File: src/rtl/gsu_mem_scheduler.sv
`default_nettype none
// +--------------------------------------------------------------------------+
// | gsu_mem_scheduler: shares one SDRAM port between the SNES CPU, GSU ROM    |
// | fetch and GSU RAM access, one access per CLKREF slot.  Rev 1.0            |
// +--------------------------------------------------------------------------+
module gsu_mem_scheduler #(
  parameter logic [7:0] CPU_DUMMY       = 8'h01,
  parameter bit         RAN_ROUND_ROBIN = 1'b1
) (
  input  logic        MCLK,
  input  logic        RST_N,
  input  logic        CLKREF,
  input  logic [23:0] CA,
  input  logic        CPU_RD_N,
  input  logic        CPU_WR_N,
  input  logic        ROMSEL_N,
  input  logic        RAMSEL_N,
  input  logic [7:0]  CPU_DI,
  output logic [7:0]  CPU_DO,
  input  logic        RON,
  input  logic        RAN,
  input  logic        GSU_ROM_REQ,
  input  logic [20:0] GSU_ROM_A,
  output logic        GSU_ROM_ACK,
  input  logic        GSU_RAM_REQ,
  input  logic        GSU_RAM_WE,
  input  logic [16:0] GSU_RAM_A,
  input  logic [7:0]  GSU_RAM_D,
  output logic        GSU_RAM_ACK,
  output logic [7:0]  GSU_Q,
  input  logic [22:0] ROM_MASK,
  input  logic [19:0] BSRAM_MASK,
  output logic        MEM_REQ,
  output logic        MEM_RAM,
  output logic        MEM_WE,
  output logic [22:0] MEM_ADDR,
  output logic [7:0]  MEM_D,
  input  logic        MEM_ACK,
  input  logic [7:0]  MEM_Q
);

  typedef enum logic [1:0] {S_IDLE = 2'd0, S_ISSUE = 2'd1, S_WAIT = 2'd2} state_t;
  typedef enum logic [1:0] {OWN_CPU = 2'd0, OWN_ROM = 2'd1, OWN_RAM = 2'd2} owner_t;

  state_t      state_q, state_d;
  owner_t      owner_q, owner_d;
  logic        rd_n_q, wr_n_q;
  logic        pend_q, pend_d, pend_ram_q, pend_ram_d, pend_we_q, pend_we_d;
  logic [20:0] pend_a_q, pend_a_d;
  logic [7:0]  pend_dat_q, pend_dat_d;
  logic        last_ram_q, last_ram_d;
  logic        mem_req_q, mem_req_d, mem_ram_q, mem_ram_d, mem_we_q, mem_we_d;
  logic [22:0] mem_addr_q, mem_addr_d;
  logic [7:0]  mem_d_q, mem_d_d, cpu_do_q, cpu_do_d, gsu_q_q, gsu_q_d;
  logic        rom_ack_q, rom_ack_d, ram_ack_q, ram_ack_d;

  logic        w_cap, w_cap_ram, w_cap_we, w_cap_owned, w_cap_mem;
  logic [7:0]  w_bank;
  logic [20:0] w_cpu_rom_a, w_cap_a, w_slot_a;
  logic [16:0] w_cpu_ram_a;
  logic        w_slot_pend, w_slot_ram, w_slot_we;
  logic [7:0]  w_slot_dat;
  logic        w_rom_el, w_ram_el, w_pick_ram;
  logic [22:0] w_cpu_mem_addr, w_gsu_rom_addr, w_gsu_ram_addr;

  assign w_bank      = CA[23:16];
  assign w_cap_we    = wr_n_q & ~CPU_WR_N;
  assign w_cap       = ((rd_n_q & ~CPU_RD_N) | w_cap_we) & (~ROMSEL_N | ~RAMSEL_N);
  assign w_cap_ram   = ~RAMSEL_N;
  assign w_cpu_rom_a = (w_bank >= 8'h40 && w_bank <= 8'h5F) ? CA[20:0] : {CA[21:16], CA[14:0]};
  assign w_cpu_ram_a = (w_bank == 8'h70 || w_bank == 8'h71) ? CA[16:0] : {4'b0, CA[12:0]};
  assign w_cap_a     = w_cap_ram ? {4'b0, w_cpu_ram_a} : w_cpu_rom_a;
  assign w_cap_owned = w_cap_ram ? RAN : RON;
  // GSU-owned targets and CPU ROM writes resolve at capture without a memory cycle
  assign w_cap_mem   = ~w_cap_owned & (w_cap_ram | ~w_cap_we);

  // A capture on the arbitration cycle is visible immediately so the CPU wins ties
  assign w_slot_pend = w_cap ? w_cap_mem : pend_q;
  assign w_slot_ram  = w_cap ? w_cap_ram : pend_ram_q;
  assign w_slot_we   = w_cap ? w_cap_we  : pend_we_q;
  assign w_slot_a    = w_cap ? w_cap_a   : pend_a_q;
  assign w_slot_dat  = w_cap ? CPU_DI    : pend_dat_q;

  // A port being acknowledged this cycle still shows its old level request
  assign w_rom_el   = GSU_ROM_REQ & RON & ~rom_ack_q;
  assign w_ram_el   = GSU_RAM_REQ & RAN & ~ram_ack_q;
  assign w_pick_ram = w_ram_el & (~w_rom_el | ~RAN_ROUND_ROBIN | ~last_ram_q);

  assign w_cpu_mem_addr = w_slot_ram ? {3'b0, {3'b0, w_slot_a[16:0]} & BSRAM_MASK}
                                     : ({2'b0, w_slot_a} & ROM_MASK);
  assign w_gsu_rom_addr = {2'b0, GSU_ROM_A} & ROM_MASK;
  assign w_gsu_ram_addr = {3'b0, {3'b0, GSU_RAM_A} & BSRAM_MASK};

  always_comb begin
    state_d    = state_q;
    owner_d    = owner_q;
    pend_d     = w_slot_pend;
    pend_ram_d = w_slot_ram;
    pend_we_d  = w_slot_we;
    pend_a_d   = w_slot_a;
    pend_dat_d = w_slot_dat;
    last_ram_d = last_ram_q;
    mem_req_d  = mem_req_q;
    mem_ram_d  = mem_ram_q;
    mem_we_d   = mem_we_q;
    mem_addr_d = mem_addr_q;
    mem_d_d    = mem_d_q;
    cpu_do_d   = cpu_do_q;
    gsu_q_d    = gsu_q_q;
    rom_ack_d  = 1'b0;
    ram_ack_d  = 1'b0;
    case (state_q)
      S_IDLE: begin
        if (CLKREF && (w_slot_pend || w_rom_el || w_ram_el)) begin
          state_d   = S_ISSUE;
          mem_req_d = 1'b1;
          if (w_slot_pend) begin
            owner_d    = OWN_CPU;
            mem_ram_d  = w_slot_ram;
            mem_we_d   = w_slot_we;
            mem_addr_d = w_cpu_mem_addr;
            mem_d_d    = w_slot_dat;
            pend_d     = 1'b0;
          end else if (w_pick_ram) begin
            owner_d    = OWN_RAM;
            mem_ram_d  = 1'b1;
            mem_we_d   = GSU_RAM_WE;
            mem_addr_d = w_gsu_ram_addr;
            mem_d_d    = GSU_RAM_D;
            last_ram_d = 1'b1;
          end else begin
            owner_d    = OWN_ROM;
            mem_ram_d  = 1'b0;
            mem_we_d   = 1'b0;
            mem_addr_d = w_gsu_rom_addr;
            mem_d_d    = 8'h00;
            last_ram_d = 1'b0;
          end
        end
      end
      S_ISSUE, S_WAIT: begin
        state_d = S_WAIT;
        if (MEM_ACK) begin
          state_d   = S_IDLE;
          mem_req_d = 1'b0;
          mem_we_d  = 1'b0;
          case (owner_q)
            OWN_CPU: if (!mem_we_q) cpu_do_d = MEM_Q;
            OWN_ROM: begin
              gsu_q_d   = MEM_Q;
              rom_ack_d = 1'b1;
            end
            OWN_RAM: begin
              if (!mem_we_q) gsu_q_d = MEM_Q;
              ram_ack_d = 1'b1;
            end
            default: ;
          endcase
        end
      end
      default: state_d = S_IDLE;
    endcase
    if (w_cap && w_cap_owned && !w_cap_we) cpu_do_d = CPU_DUMMY;
  end

  always_ff @(posedge MCLK or negedge RST_N) begin
    if (!RST_N) begin
      state_q    <= S_IDLE;
      owner_q    <= OWN_CPU;
      rd_n_q     <= 1'b1;
      wr_n_q     <= 1'b1;
      pend_q     <= 1'b0;
      pend_ram_q <= 1'b0;
      pend_we_q  <= 1'b0;
      pend_a_q   <= '0;
      pend_dat_q <= '0;
      last_ram_q <= 1'b0;
      mem_req_q  <= 1'b0;
      mem_ram_q  <= 1'b0;
      mem_we_q   <= 1'b0;
      mem_addr_q <= '0;
      mem_d_q    <= '0;
      cpu_do_q   <= '0;
      gsu_q_q    <= '0;
      rom_ack_q  <= 1'b0;
      ram_ack_q  <= 1'b0;
    end else begin
      state_q    <= state_d;
      owner_q    <= owner_d;
      rd_n_q     <= CPU_RD_N;
      wr_n_q     <= CPU_WR_N;
      pend_q     <= pend_d;
      pend_ram_q <= pend_ram_d;
      pend_we_q  <= pend_we_d;
      pend_a_q   <= pend_a_d;
      pend_dat_q <= pend_dat_d;
      last_ram_q <= last_ram_d;
      mem_req_q  <= mem_req_d;
      mem_ram_q  <= mem_ram_d;
      mem_we_q   <= mem_we_d;
      mem_addr_q <= mem_addr_d;
      mem_d_q    <= mem_d_d;
      cpu_do_q   <= cpu_do_d;
      gsu_q_q    <= gsu_q_d;
      rom_ack_q  <= rom_ack_d;
      ram_ack_q  <= ram_ack_d;
    end
  end

  assign CPU_DO      = cpu_do_q;
  assign GSU_Q       = gsu_q_q;
  assign GSU_ROM_ACK = rom_ack_q;
  assign GSU_RAM_ACK = ram_ack_q;
  assign MEM_REQ     = mem_req_q;
  assign MEM_RAM     = mem_ram_q;
  assign MEM_WE      = mem_we_q;
  assign MEM_ADDR    = mem_addr_q;
  assign MEM_D       = mem_d_q;

endmodule
`default_nettype wire

File: config.mk
export PLATFORM = sky130hd
export DESIGN_NAME = gsu_mem_scheduler
export DESIGN_NICKNAME = d
export VERILOG_FILES = /design/src/rtl/gsu_mem_scheduler.sv
export SDC_FILE = /design/constraint.sdc
export NUM_CORES = 1
export LEC_CHECK = 0
export CAP_MARGIN = 0
export CORE_UTILIZATION = 47
export CTS_BUF_LIST = sky130_fd_sc_hd__clkbuf_16
export DETAILED_ROUTE_END_ITERATION = 8
export PLACE_DENSITY_LB_ADDON = 0.12
export SLEW_MARGIN = 20
export SYNTH_ARGS = -nofsm -noshare
export SYNTH_HDL_FRONTEND = slang
export SYNTH_SLANG_ARGS = --single-unit
File: constraint.sdc
create_clock -name MCLK -period 2.9 [get_ports MCLK]
set_input_delay 0.29 -clock MCLK [delete_from_list [all_inputs] [get_ports MCLK]]
set_output_delay 0.29 -clock MCLK [all_outputs]
set_load 0.03 [all_outputs]
==> results.sh <==
export IMPL_path_common_cell="buf_4"
export IMPL_clock_sinks=89
export IMPL_numCtsBuffers=9
export IMPL_fp_row_count=35
export IMPL_synth_cell_types=50
export IMPL_skew_ns=0.00935
export IMPL_peakVddDrop_uv=448
export IMPL_rsz0062_at_grt="false"
export IMPL_path_max_fanout=22
export IMPL_fin_crit_sh=0.797
export IMPL_cts_setup_buffers=0
export IMPL_grt_max_degree=73
export IMPL_reg2reg_depth=8
export IMPL_synth_top_cells_by_count="87 x dfrtp_1, 79 x nand2_1, 37 x o21ai_0"
export IMPL_cts_tree="built"
export IMPL_setup_ws_ns=0.589
export IMPL_cts_hold_buffers=0
export IMPL_avgRoutedWirePerCell_microns=18.8
export IMPL_setup_tns_final_ns=0
export IMPL_critical_path_top_delay_family="compound AO/OA/AOI/OAI gates"
export IMPL_finalInstanceArea_sq_mm=0.00701
export IMPL_cp_depth=8
export IMPL_clock_fmax_mhz=433
export IMPL_root_buffer="clkbuf_16"
export IMPL_insertion_delay_ns=0.34
export IMPL_synth_top_area_cell="dfrtp_1"
export IMPL_ys_top_cells_by_area="dfrtp_1 47%, nand2_1 6.4%, mux2_2 5.4%"
export IMPL_yosysWarnings=0
export IMPL_finalSetupViolCount=0
export IMPL_dr_first_iter_drc_count=288
export IMPL_placed_cell_area_sq_mm=0.00671
export IMPL_cp_arrival_ns=2.57
export IMPL_firstDrtPassIters=5
export IMPL_grt_pass1_wl_microns=24200
export IMPL_netlist_area_sq_mm=0.00461
export IMPL_cts_buffer_depth=2
export IMPL_critPathBufInv=2
export IMPL_cp_required_ns=3.16
export IMPL_synthArstFlopShare=1.00
export IMPL_routed_wl_microns=15300
export IMPL_path_clk_slew_ns=0.07
export IMPL_synth_top_cell_area_share=0.472
export IMPL_status="completed"
export IMPL_routed_via_density=5.85
export IMPL_p_leak_nw=2.91
export IMPL_dieArea_sq_mm=0.0102
export IMPL_syn_avg_cell_area_sq_um=9.38
export IMPL_cpPeakStageDelay_ns=0.53
export IMPL_overflow=0
export IMPL_end_kind="flop"
export IMPL_die_y_microns=101
export IMPL_vias=4752
export IMPL_io_pins=194
export IMPL_fp_coreArea_sq_mm=0.00937
export IMPL_cts_resized=0
export IMPL_critical_path_class="reg2reg"
export IMPL_fin_nets=821
export IMPL_final_hold_viol_count=0
export IMPL_hold_slack_ns=0.0833
export IMPL_htree_levels=3
export IMPL_cp_slowest_cell="dfstp_2"
export IMPL_fin_crit_ns=2.31
export IMPL_drcViolationCount=0
export IMPL_area_growth_synth_to_final_pct=52.0
export IMPL_power_density_mw_per_mm2=821
export IMPL_crit_chain="nand2b_1 -> a22o_2 -> buf_4 -> mux2i_1 -> buf_4 -> nor2_1 -> a32oi_1 -> a31oi_1"
export IMPL_n_antenna_cell=0
export IMPL_cap_viol_max_count=0
export IMPL_ys_ff_latch=89
export IMPL_die_x_microns=101
export IMPL_synthCells=492
export IMPL_track_usage=0.311
export IMPL_post_place_ws_ns=0.308
export IMPL_slew_headroom=0.383
export IMPL_start_util=0.492
export IMPL_gp_congestion=0.880
export IMPL_hpwlAfterDp_microns=11000
export IMPL_start_kind="flop"
export IMPL_tightest_slew_ns=0.926
export IMPL_synth_most_common_cell="dfrtp_1"
export IMPL_drive_above_1_share=0.111
export IMPL_hold_class="in2async"
export IMPL_antenna_found_initial=0
export IMPL_synth_seq_area_share=0.483
export IMPL_io_buffer_count=186
export IMPL_slew_violations=0
export IMPL_synth_edf_count=0
export IMPL_grt_pass1_vias=4937
export IMPL_ant_nets=0
export IMPL_ys_flop_type="dfrtp_1"
-- power breakdown --
group          internal, mW  switching, mW
Sequential             1.64          0.241
Clock                 0.674          0.517
Combinational          1.17           1.51
-- stage by stage --
stage,total power [mW],instances,utilization
6_report,5.76,812,0.748
5_1_grt,6.05,812,0.748
4_1_cts,5.77,812,0.748
3_5_place_dp,4.57,796,0.716
3_3_place_gp,4.47,796,0.716
2_1_floorplan,3.36,493,-
-- routing by layer --
metal / part of all wire / vias to the layer above / global-route usage / routed length [microns]
met5: 0 / - / 0 / 0
met4: 0.023 / 0 / 0.115 / 355
met3: 0.087 / 37 / 0.0714 / 1330
met2: 0.51 / 260 / 0.550 / 7760
met1: 0.38 / 2292 / 0.369 / 5820
li1: - / 2163 / - / -
-- sequential cells by signal (all words and copies together), names as in the netlist, 2 cells and up --
| register | cells |
|---|---|
| pend_a_q | 21 |
| pend_dat_q | 8 |
| state_q | 2 |
| MEM_D | 8 |
| GSU_Q | 8 |
| MEM_ADDR | 21 |
| CPU_DO | 8 |
| owner_q | 2 |
-- cells in the final DEF, fill, tap and decap left out, types with 2 or more instances in the layout --
master,count
a22o_1,3
nor2_1,31
nand3_1,34
clkinvlp_4,2
nand4_1,13
a32oi_1,4
o21a_1,9
a31oi_1,23
conb_1,2
o21ai_0,37
a32o_1,13
clkdlybuf4s50_1,185
nor2b_1,2
o211ai_1,3
a21oi_1,21
a22oi_1,15
clkbuf_16,9
mux2_2,22
and2_1,3
dfrtp_1,87
inv_1,6
dfstp_2,2
nand2_1,79
inv_6,2
buf_4,27
mux2i_1,12
nand2b_1,7
-- path summary, 6_finish.rpt --
path                              start            to  slack, ns
hold reg to reg            pend_a_q[13]  pend_a_q[13]       0.48
setup reg to reg                 wr_n_q   MEM_ADDR[7]       0.59
min in group MCLK              CPU_RD_N        rd_n_q       0.38
hold / removal                    RST_N      GSU_Q[7]       0.08
setup / recovery                 wr_n_q   MEM_ADDR[7]       0.59
max in group asynchronous         RST_N      MEM_D[0]       2.09
-- cells by family (layout without fill, tap and decap cells) --
kind of cell | count (synthesis) | in the layout | synth area share
mux | 35 | 35 | 0.0819
compound gates | 142 | 142 | 0.210
flops | 89 | 89 | 0.483
simple gates | 179 | 179 | 0.177
other cells | 1 | 2 | 0.000813
buf+inv | 45 | 235 | 0.0448
fa+ha+maj | 1 | 1 | 0.00271
-- final cells by class --
| class | instances | area (sq um) |
|---|---|---|
| Fill cell | 701 | 2360 |
| Inverter | 6 | 22.5 |
| Sequential cell | 89 | 2230 |
| Tap cell | 129 | 161 |
| Multi-Input combinational cell | 359 | 2220 |
| Timing Repair Buffer | 213 | 2070 |
| Clock buffer | 9 | 225 |
| Clock inverter | 7 | 76.3 |
Note: power is estimated with default switching activity, not from simulation.
